==> src/rtl/uart_pkg.sv <==
// Shared UART types: line configuration, TX FSM states, request timing default.
// Parity helper folds only the configured number of data bits.
package uart_pkg;

  localparam logic [1:0] DW_5BIT = 2'd0;
  localparam logic [1:0] DW_6BIT = 2'd1;
  localparam logic [1:0] DW_7BIT = 2'd2;
  localparam logic [1:0] DW_8BIT = 2'd3;

  localparam logic [1:0] NO_PARITY = 2'd0;
  localparam logic [1:0] EVEN      = 2'd1;
  localparam logic [1:0] ODD       = 2'd2;

  localparam logic [1:0] SB_1BIT = 2'd0;
  localparam logic [1:0] SB_2BIT = 2'd1;

  // 10 ms of line-low at 100 MHz
  localparam int COUNT_10MS = 1_000_000;

  typedef struct packed {
    logic [1:0] data_width;
    logic [1:0] parity_mode;
    logic [1:0] stop_bits;
  } uart_config_s;

  typedef enum logic [2:0] {
    IDLE, LOAD, START, DATA, PARITY, STOP, REQ
  } uart_tx_fsm_e;

  function automatic logic parity_en(uart_config_s c);
    return (c.parity_mode == EVEN) || (c.parity_mode == ODD);
  endfunction

  function automatic logic frame_parity(logic [7:0] d, uart_config_s c);
    logic [7:0] mask;
    logic       p;
    mask = 8'hFF >> (2'd3 - c.data_width);
    p    = ^(d & mask);
    return (c.parity_mode == ODD) ? ~p : p;
  endfunction

endpackage

==> src/rtl/uart_tx_req_timer.sv <==
// Counts REQ_CYCLES clocks after a start pulse; done_o is high on the final cycle.
// Latency: done_o asserts REQ_CYCLES cycles after start_i (inclusive); no backpressure.
// Restarting while active reloads the count.
module uart_tx_req_timer #(
  parameter int REQ_CYCLES = 1_000_000
) (
  input  logic clk_i,
  input  logic rst_i,
  input  logic start_i,
  output logic done_o
);

  localparam int CW = (REQ_CYCLES > 1) ? $clog2(REQ_CYCLES) : 1;
  localparam logic [CW-1:0] LAST = CW'(REQ_CYCLES - 1);

  logic [CW-1:0] cnt_q;
  logic          active_q;

  always_ff @(posedge clk_i) begin
    if (rst_i) begin
      cnt_q    <= '0;
      active_q <= 1'b0;
    end else if (start_i) begin
      cnt_q    <= LAST;
      active_q <= 1'b1;
    end else if (active_q) begin
      if (cnt_q == '0) active_q <= 1'b0;
      else             cnt_q    <= cnt_q - 1'b1;
    end
  end

  assign done_o = active_q && (cnt_q == '0);

endmodule

==> src/rtl/uart_transmitter.sv <==
// UART TX engine: pops FWFT FIFO bytes and frames them (start, data LSB-first, parity, stop).
// Latency: pop -> start bit on the next baud tick; config requests hold tx_o low REQ_CYCLES clocks.
// Backpressure: pops only from IDLE; optional TX_BREAK_EN adds break_i to force a line break in IDLE.
module uart_transmitter
  import uart_pkg::*;
#(
  parameter int REQ_CYCLES = COUNT_10MS
) (
  input  logic         clk_i,
  input  logic         rst_i,
  input  logic         tick_i,
  input  uart_config_s config_i,
  input  logic         config_req_mst_i,
  input  logic         tx_fifo_empty_i,
  input  logic [7:0]   data_tx_i,
`ifdef TX_BREAK_EN
  input  logic         break_i,
`endif
  output logic         tx_fifo_read_o,
  output logic         tx_o,
  output logic         tx_done_o,
  output logic         req_done_o,
  output logic         busy_o
);

  uart_tx_fsm_e state;
  uart_config_s cfg_q;
  logic [7:0]   shift_q;
  logic         par_q;
  logic [2:0]   bit_cnt;
  logic         stop_cnt;
  logic         req_armed;
  logic         req_start;
  logic         req_done_w;
  logic [2:0]   last_bit;
  logic         last_stop;

  assign req_start = (state == IDLE) && config_req_mst_i && req_armed;
  assign last_bit  = {1'b1, cfg_q.data_width};
  assign last_stop = (cfg_q.stop_bits == SB_2BIT);

  uart_tx_req_timer #(.REQ_CYCLES(REQ_CYCLES)) u_req_timer (
    .clk_i   (clk_i),
    .rst_i   (rst_i),
    .start_i (req_start),
    .done_o  (req_done_w)
  );

  always_ff @(posedge clk_i) begin
    if (rst_i) begin
      state          <= IDLE;
      cfg_q          <= '0;
      shift_q        <= '0;
      par_q          <= 1'b0;
      bit_cnt        <= '0;
      stop_cnt       <= 1'b0;
      req_armed      <= 1'b1;
      tx_fifo_read_o <= 1'b0;
      tx_o           <= 1'b1;
      tx_done_o      <= 1'b0;
      req_done_o     <= 1'b0;
      busy_o         <= 1'b0;
    end else begin
      tx_fifo_read_o <= 1'b0;
      tx_done_o      <= 1'b0;
      req_done_o     <= 1'b0;
      // Re-arm only once the master drops the request level.
      if (!config_req_mst_i) req_armed <= 1'b1;
      case (state)
        IDLE: begin
          if (req_start) begin
            state     <= REQ;
            req_armed <= 1'b0;
            tx_o      <= 1'b0;
            busy_o    <= 1'b1;
          end
`ifdef TX_BREAK_EN
          else if (break_i) begin
            tx_o   <= 1'b0;
            busy_o <= 1'b1;
          end
`endif
          else if (!tx_fifo_empty_i) begin
            tx_fifo_read_o <= 1'b1;
            shift_q        <= data_tx_i;
            cfg_q          <= config_i;
            par_q          <= frame_parity(data_tx_i, config_i);
            bit_cnt        <= '0;
            stop_cnt       <= 1'b0;
            state          <= LOAD;
            tx_o           <= 1'b1;
            busy_o         <= 1'b1;
          end else begin
            tx_o   <= 1'b1;
            busy_o <= 1'b0;
          end
        end
        LOAD: if (tick_i) begin
          state <= START;
          tx_o  <= 1'b0;
        end
        START: if (tick_i) begin
          state   <= DATA;
          bit_cnt <= '0;
          tx_o    <= shift_q[0];
        end
        DATA: if (tick_i) begin
          shift_q <= {1'b0, shift_q[7:1]};
          bit_cnt <= bit_cnt + 3'd1;
          if (bit_cnt == last_bit) begin
            stop_cnt <= 1'b0;
            if (parity_en(cfg_q)) begin
              state <= PARITY;
              tx_o  <= par_q;
            end else begin
              state <= STOP;
              tx_o  <= 1'b1;
            end
          end else begin
            tx_o <= shift_q[1];
          end
        end
        PARITY: if (tick_i) begin
          state    <= STOP;
          stop_cnt <= 1'b0;
          tx_o     <= 1'b1;
        end
        STOP: if (tick_i) begin
          if (stop_cnt == last_stop) begin
            state     <= IDLE;
            tx_done_o <= 1'b1;
            busy_o    <= 1'b0;
            tx_o      <= 1'b1;
          end else begin
            stop_cnt <= 1'b1;
          end
        end
        REQ: if (req_done_w) begin
          state      <= IDLE;
          req_done_o <= 1'b1;
          busy_o     <= 1'b0;
          tx_o       <= 1'b1;
        end
        default: state <= IDLE;
      endcase
    end
  end

endmodule

==> config.mk <==
export PLATFORM = sky130hd
export DESIGN_NAME = uart_transmitter
export DESIGN_NICKNAME = d
export VERILOG_FILES = /design/src/rtl/uart_pkg.sv /design/src/rtl/uart_tx_req_timer.sv /design/src/rtl/uart_transmitter.sv
export SDC_FILE = /design/constraint.sdc
export NUM_CORES = 1
export LEC_CHECK = 0
export ABC_AREA = 1
export CORE_MARGIN = 1.5
export CORE_UTILIZATION = 35
export CTS_CLUSTER_SIZE = 30
export DETAILED_ROUTE_END_ITERATION = 8
export DONT_BUFFER_PORTS = 1
export GPL_TIMING_DRIVEN = 0
export RECOVER_POWER = 25
export SYNTH_ARGS = -nofsm -noshare
export SYNTH_HDL_FRONTEND = slang
export SYNTH_SLANG_ARGS = --single-unit
==> constraint.sdc <==
create_clock -name clk_i -period 1.8 [get_ports clk_i]
set_clock_uncertainty 0.15 [all_clocks]
set_input_delay 0.45 -clock clk_i [delete_from_list [all_inputs] [get_ports clk_i]]
set_output_delay 0.45 -clock clk_i [all_outputs]
set_load 0.02 [all_outputs]
### Word-level counts from Yosys, hierarchy flattened

Cells that the tools add are included.

* flip-flop bits (word level): 49
* word-level logic and storage cells: 138
* input bits: 19

* bitwise operators: 9
* shift operators: 1
* reduce and logical (&&, ||, !) cells: 26
* multiplexer cells: 57
* add/sub/neg operators: 3
* equal/unequal tests: 25

Operator list (number)
* 20-bit two-way mux: 3
* 3-bit two-way mux: 14
* 1-bit two-way mux: 31
* 8-bit two-way mux: 3
* 2-bit inequality test (second input constant): 12
* 3-bit one-hot mux with 7 select lines: 1
* 20-bit zero test: 1
* 20-bit by 1-bit subtractor with 20-bit output (second input constant): 1
* 8-bit one-hot mux with 2 select lines: 1
* 8-bit AND reduction: 2
* 3-bit == test (second input constant): 3
* 3-bit one-hot mux with 3 select lines: 1
* 9-bit AND reduction: 1
* 8-bit AND: 1
* 1-bit inverter: 8
* 4-bit AND reduction: 2
* 8-bit parity: 1
* 8-bit by 2-bit >> shifter with 8-bit output (first input constant): 1
* 1-bit one-hot mux with 7 select lines: 1
* 7-bit nonzero test: 1
* 3-bit by 2-bit == test with 1-bit output (second input constant): 2
* 3-bit nonzero test: 2
* 3-bit OR reduction: 2
* 5-bit AND reduction: 1
* other kinds (18): 25

### Longest topological paths before layout

* word-level depth: 6
* depth in mapped cells: 11

### Modules after synthesis

Synthesis repeated with hierarchy kept, for this count alone.

* cell total of the unflattened synthesis: 480
* area total of the unflattened synthesis: 3089.2 µm²

By module, submodules not included
* uart_transmitter: seq. area each 560.5 µm², times used 1, area an instance 1789.2 µm², cells each 278
* uart_tx_req_timer: seq. area each 420.4 µm², times used 1, area an instance 1300.0 µm², cells each 202

### Worst setup path after synthesis

OpenSTA, ideal clock, no wires.

* path kind: register -> register
* start point: register u_req_timer.cnt_q[0]
* end point: register u_req_timer.cnt_q[8]
* required time: 1.532 ns
* arrival: 1.448 ns
* cell stages (with the launch flop): 12
* slack: 0.084 ns
* setup time: 0.118 ns
* cells stage by stage: dfxtp_1 -> inv_1 -> ha_1 -> nand2_1 -> nor2_2 -> nand3_4 -> nand2_4 -> inv_2 -> buf_6 -> nand2_2 -> o21ai_1 -> a21oi_2

* cells in the longest elaborated chain, start to end: 3
* elaborated cells between the ends (all ways): 4
* those cells by class: add/sub: 1; bitwise: 1; reduce/logical: 2

RTL lines
* start, declared: RTL line uart_tx_req_timer.sv:16 `logic [CW-1:0] cnt_q;`
* start signal, assigned: RTL line uart_tx_req_timer.sv:28 `else cnt_q <= cnt_q - 1'b1;`
* branches (longest 3 deep; another with 20-bit by 1-bit subtractor with 20-bit output)

Several ways; the timed one is not identified.
A chain may end at the register's enable or synchronous reset.

### Worst setup path after layout

Ends and elaborated chain as after synthesis.

==> metrics.log <==
INFO  metric run_status = finished clean
INFO  metric setup-tns-final = 0 ns
INFO  metric cp_cell_sequence = inv_6, ha_4, nand2_1, nor2_4, nand3_4, nand2_4, inv_2, buf_6, nand2_2, o21ai_1, a21oi_2
INFO  metric syn_area = 2930 um^2
INFO  metric finalHoldWorstSlack = 0.0575 ns
INFO  metric timing.rr.start = u_req_timer.cnt_q[0]$_SDFFE_PP0P_
INFO  metric clock_tree_root = sky130_fd_sc_hd__clkbuf_8
INFO  metric cts_made_buffers = 5
INFO  metric globalRoute.totalOverflow = 0
INFO  metric timing_worst_setup_path_type = flip-flop to flip-flop
INFO  metric antenna_violating_nets_post_route = 0
INFO  metric drtIter0Drc = 112
INFO  metric drive_gt1_share = 15.9%
INFO  metric setup_viol_count_final = 0
INFO  metric final_net_count = 485
INFO  metric critical_path.slowest_cell = sky130_fd_sc_hd__dfxtp_4
INFO  metric yosysTopAreaCellShare = 33.4%
INFO  metric crit_path_end_kind = flip-flop
INFO  metric synth_sequential_area_ratio = 33.4%
INFO  metric global_route_usage_sum = 17.2%
INFO  metric timing.hold.worst_path_depth = 1
INFO  metric power-per-cell-area = 1950 nW/um^2
INFO  metric worst-r2r-setup-slack = 0.06 ns
INFO  metric clock_period_minus_worst_slack = 1.74 ns
INFO  metric worst_min_path_class = input port to flip-flop
INFO  metric io_pins = 24
INFO  metric grt_max_degree = 19
INFO  metric die_outline_width = 94.5 um
INFO  metric tritoncts_num_sinks = 49
INFO  metric synth_most_common_cell = sky130_fd_sc_hd__nand2_1
INFO  metric synthFlopType = sky130_fd_sc_hd__dfxtp_1
INFO  metric kind_of_start_point_of_the_critical_path = flip-flop
INFO  metric max_freq = 574 MHz
INFO  metric max-vdd-ir-drop = 0.662 mV
INFO  metric static-leakage-power = 1.51 nW
INFO  metric synth_top_family_by_area = simple AND/OR/NAND/NOR gates
INFO  metric placed_cells_incl_taps = 553
INFO  metric rr_endpoint = u_req_timer.cnt_q[8]$_SDFFE_PP0P_
INFO  metric worst-endpoint-required = 1.86 ns
INFO  metric timing.hold.worst.start = rst_i
INFO  metric clock_tree.htree_level_count = 2
INFO  metric synth.yosys.warnings = 0
INFO  metric synth_nets = 470
INFO  metric synth_mux_area_share = 0%
INFO  metric clk-insertion-delay-late = 0.32 ns
INFO  metric hold_viol = 0
INFO  metric r2r.worst_path.cells = 11
INFO  metric detail_route.wl_per_cell = 12.9 um
INFO  metric core-area = 8180 um^2
INFO  metric synth-simple-area-share = 38.6%
INFO  metric synthAdderAreaFrac = 1.28%
INFO  metric syn_avg_cell_area = 6.55 um^2
INFO  metric layoutNonFillerInstCount = 569
INFO  metric grt_first_pass_wirelength = 12.1 mm
INFO  metric diodes = 0
INFO  metric tritoncts_clock_tree = yes
INFO  metric post-place-ws = -0.191 ns
INFO  metric biggest_area_consumer_among_synthesized_cells = sky130_fd_sc_hd__dfxtp_1
INFO  metric initial_utilization = 35.9%
INFO  metric detail_route.drc_violations = 0
INFO  metric die_height = 94.5 um
INFO  metric cp_slowest_stage_delay = 0.40 ns
INFO  metric crit_start = u_req_timer.cnt_q[0]$_SDFFE_PP0P_
INFO  metric portBuffers = 0
INFO  metric min_delay_worst_endpoint = tx_done_o$_SDFF_PP0_
INFO  metric synthTopCellsByArea = sky130_fd_sc_hd__dfxtp_1 33%, sky130_fd_sc_hd__nand2_1 14%, sky130_fd_sc_hd__nor2_1 7.7%
INFO  metric cts.reportedPaths.clkPinSlew = 0.10 ns
INFO  metric drv_slew = 0
INFO  metric synth_xor_area_share = 4.48%
INFO  metric clockBufferDepth = 2
INFO  metric maxCapViolCount = 0
INFO  metric max_slew_margin = 61.0%
INFO  metric postSynthCellCount = 448
INFO  metric async_set_reset_flop_share_out_of_synthesis = 0%
INFO  metric timing_worst_slew_pin_value = 0.585 ns
INFO  metric edff_count_synth = 0
INFO  metric vias_in_the_first_global_route = 2620
INFO  metric fraction_of_the_mapped_netlist_area_in_compound_gates = 13.7%
INFO  metric detail_route.vias_per_cell = 4.98
INFO  metric cts_hold_repair.buffers = 0
INFO  metric netlist_top_cells_count = 112 x sky130_fd_sc_hd__nand2_1, 60 x sky130_fd_sc_hd__nor2_1, 49 x sky130_fd_sc_hd__dfxtp_1, 44 x sky130_fd_sc_hd__inv_1, 31 x sky130_fd_sc_hd__nand3_1
INFO  metric num_vias = 2834
INFO  metric dp_hpwl = 5.52 mm
INFO  metric worst-endpoint-arrival = 1.80 ns
INFO  metric final_min_period_over_clock_period = 96.7%
INFO  metric layout-area-overhead-vs-synth = 13.0%
INFO  metric gp_congestion = 0.899
INFO  metric maximum_fanout_along_the_worst_path = 10
INFO  metric drt_first_pass_iters = 5
INFO  metric fill_cells = 906
INFO  metric synth.distinct_cells = 34
INFO  metric fp-row-count = 33
INFO  metric die_area = 8940 um^2
INFO  metric postSynthRegisterBits = 49
INFO  metric worst_path_setup_slack_after_routing = 0.0591 ns
INFO  metric route.final.wire_length = 7.36 mm
INFO  metric antenna_found_initial = 0
[kinds of logic (layout without fill, tap and decap cells)]
family | after synthesis | after routing
and+or+nand+nor | 249 | 249
AOI/OAI and AO/OA | 72 | 72
buffers and inverters | 60 | 76
DFF | 49 | 49
xor gates and xnor gates | 15 | 15
adders and majority gates | 3 | 3
[per-stage QoR]
stage	total power, W	area [um^2]	util, %
after floorplan	0.00469	2930	-
after global placement	0.00536	3060	37.5
after detailed placement	0.00543	3060	37.5
after CTS	0.00626	3200	39.1
after global routing	0.00713	3310	40.5
final	0.00647	3310	40.5
[metal layers]
metal / track usage, % / part of all wire (%) / vias up / wire length [um]
met5: 0 / 0 / - / 0
met4: 6.34 / 2.0 / 0 / 149
met3: 3.30 / 3.9 / 13 / 290
met2: 29.6 / 48 / 57 / 3560
met1: 21.2 / 46 / 1277 / 3360
li1: - / - / 1487 / -
[cell type report]
| class | count | area [um^2] | share of cell area (%) |
|---|---|---|---|
| inverter | 51 | 203 | 6.12 |
| sequential | 49 | 992 | 29.9 |
| clock buffer | 5 | 68.8 | 2.08 |
| timing repair buffer | 8 | 60.1 | 1.81 |
| buffer | 9 | 63.8 | 1.93 |
| tap | 105 | 131 | 3.96 |
| clock inverter | 3 | 28.8 | 0.868 |
| multi-input combinational | 339 | 1770 | 53.3 |
[flip-flops by register name, summed over array words and instances, names as in the netlist]
name	flops
cfg_q	6
state	3
u_req_timer.cnt_q	20
shift_q	8
tx_fifo_read_o	1
stop_cnt	1
tx_done_o	1
busy_o	1
tx_o	1
u_req_timer.active_q	1
req_armed	1
par_q	1
bit_cnt	3
req_done_o	1
[power breakdown]
part	total, W	internal, W	switching [W]
Combinational	0.00388	0.00146	0.00242
Clock	0.000718	0.000291	0.000427
Sequential	0.00187	0.00148	0.000394
[timing repair]
| item | CTS | global route |
|---|---|---|
| pin swaps | 1 | 6 |
| gates resized for setup | 6 | 27 |
| setup endpoints to repair | 31 | 36 |
| buffers inserted | 3 | 5 |
[worst max-delay path, delay by kind of cell, from the launching register on]
family          cells  cell delay, ns
compound gates      2            0.20
fa+ha+maj           1            0.16
buf+inv             3            0.31
flops               1            0.40
simple gates        5            0.42
[placed cells by master (no fill, tap or decap), drive strengths merged, types with 2 or more instances in the layout]
| master | count |
|---|---|
| clkbuf | 8 |
| nor2 | 71 |
| nand4 | 16 |
| xor2 | 6 |
| nand3 | 33 |
| buf | 14 |
| nor3 | 6 |
| nand3b | 4 |
| clkinv | 2 |
| ha | 3 |
| nand2 | 117 |
| o21bai | 2 |
| o21ai | 35 |
| dfxtp | 49 |
| inv | 51 |
| a21oi | 29 |
| xnor2 | 9 |
| o211ai | 6 |
[how the worst max path moves through the flow]
stage                                               to  slack, ns  depth (start not counted)
floorplan            u_req_timer.cnt_q[8]$_SDFFE_PP0P_       0.08                         11
global placement    u_req_timer.cnt_q[16]$_SDFFE_PP0P_      -0.17                          9
detailed placement   u_req_timer.cnt_q[8]$_SDFFE_PP0P_      -0.19                         11
CTS                  u_req_timer.cnt_q[8]$_SDFFE_PP0P_     -0.005                         11
global route         u_req_timer.cnt_q[8]$_SDFFE_PP0P_      -0.03                         11
finish               u_req_timer.cnt_q[8]$_SDFFE_PP0P_       0.06                         11
Power figures use the tool's default switching activity.
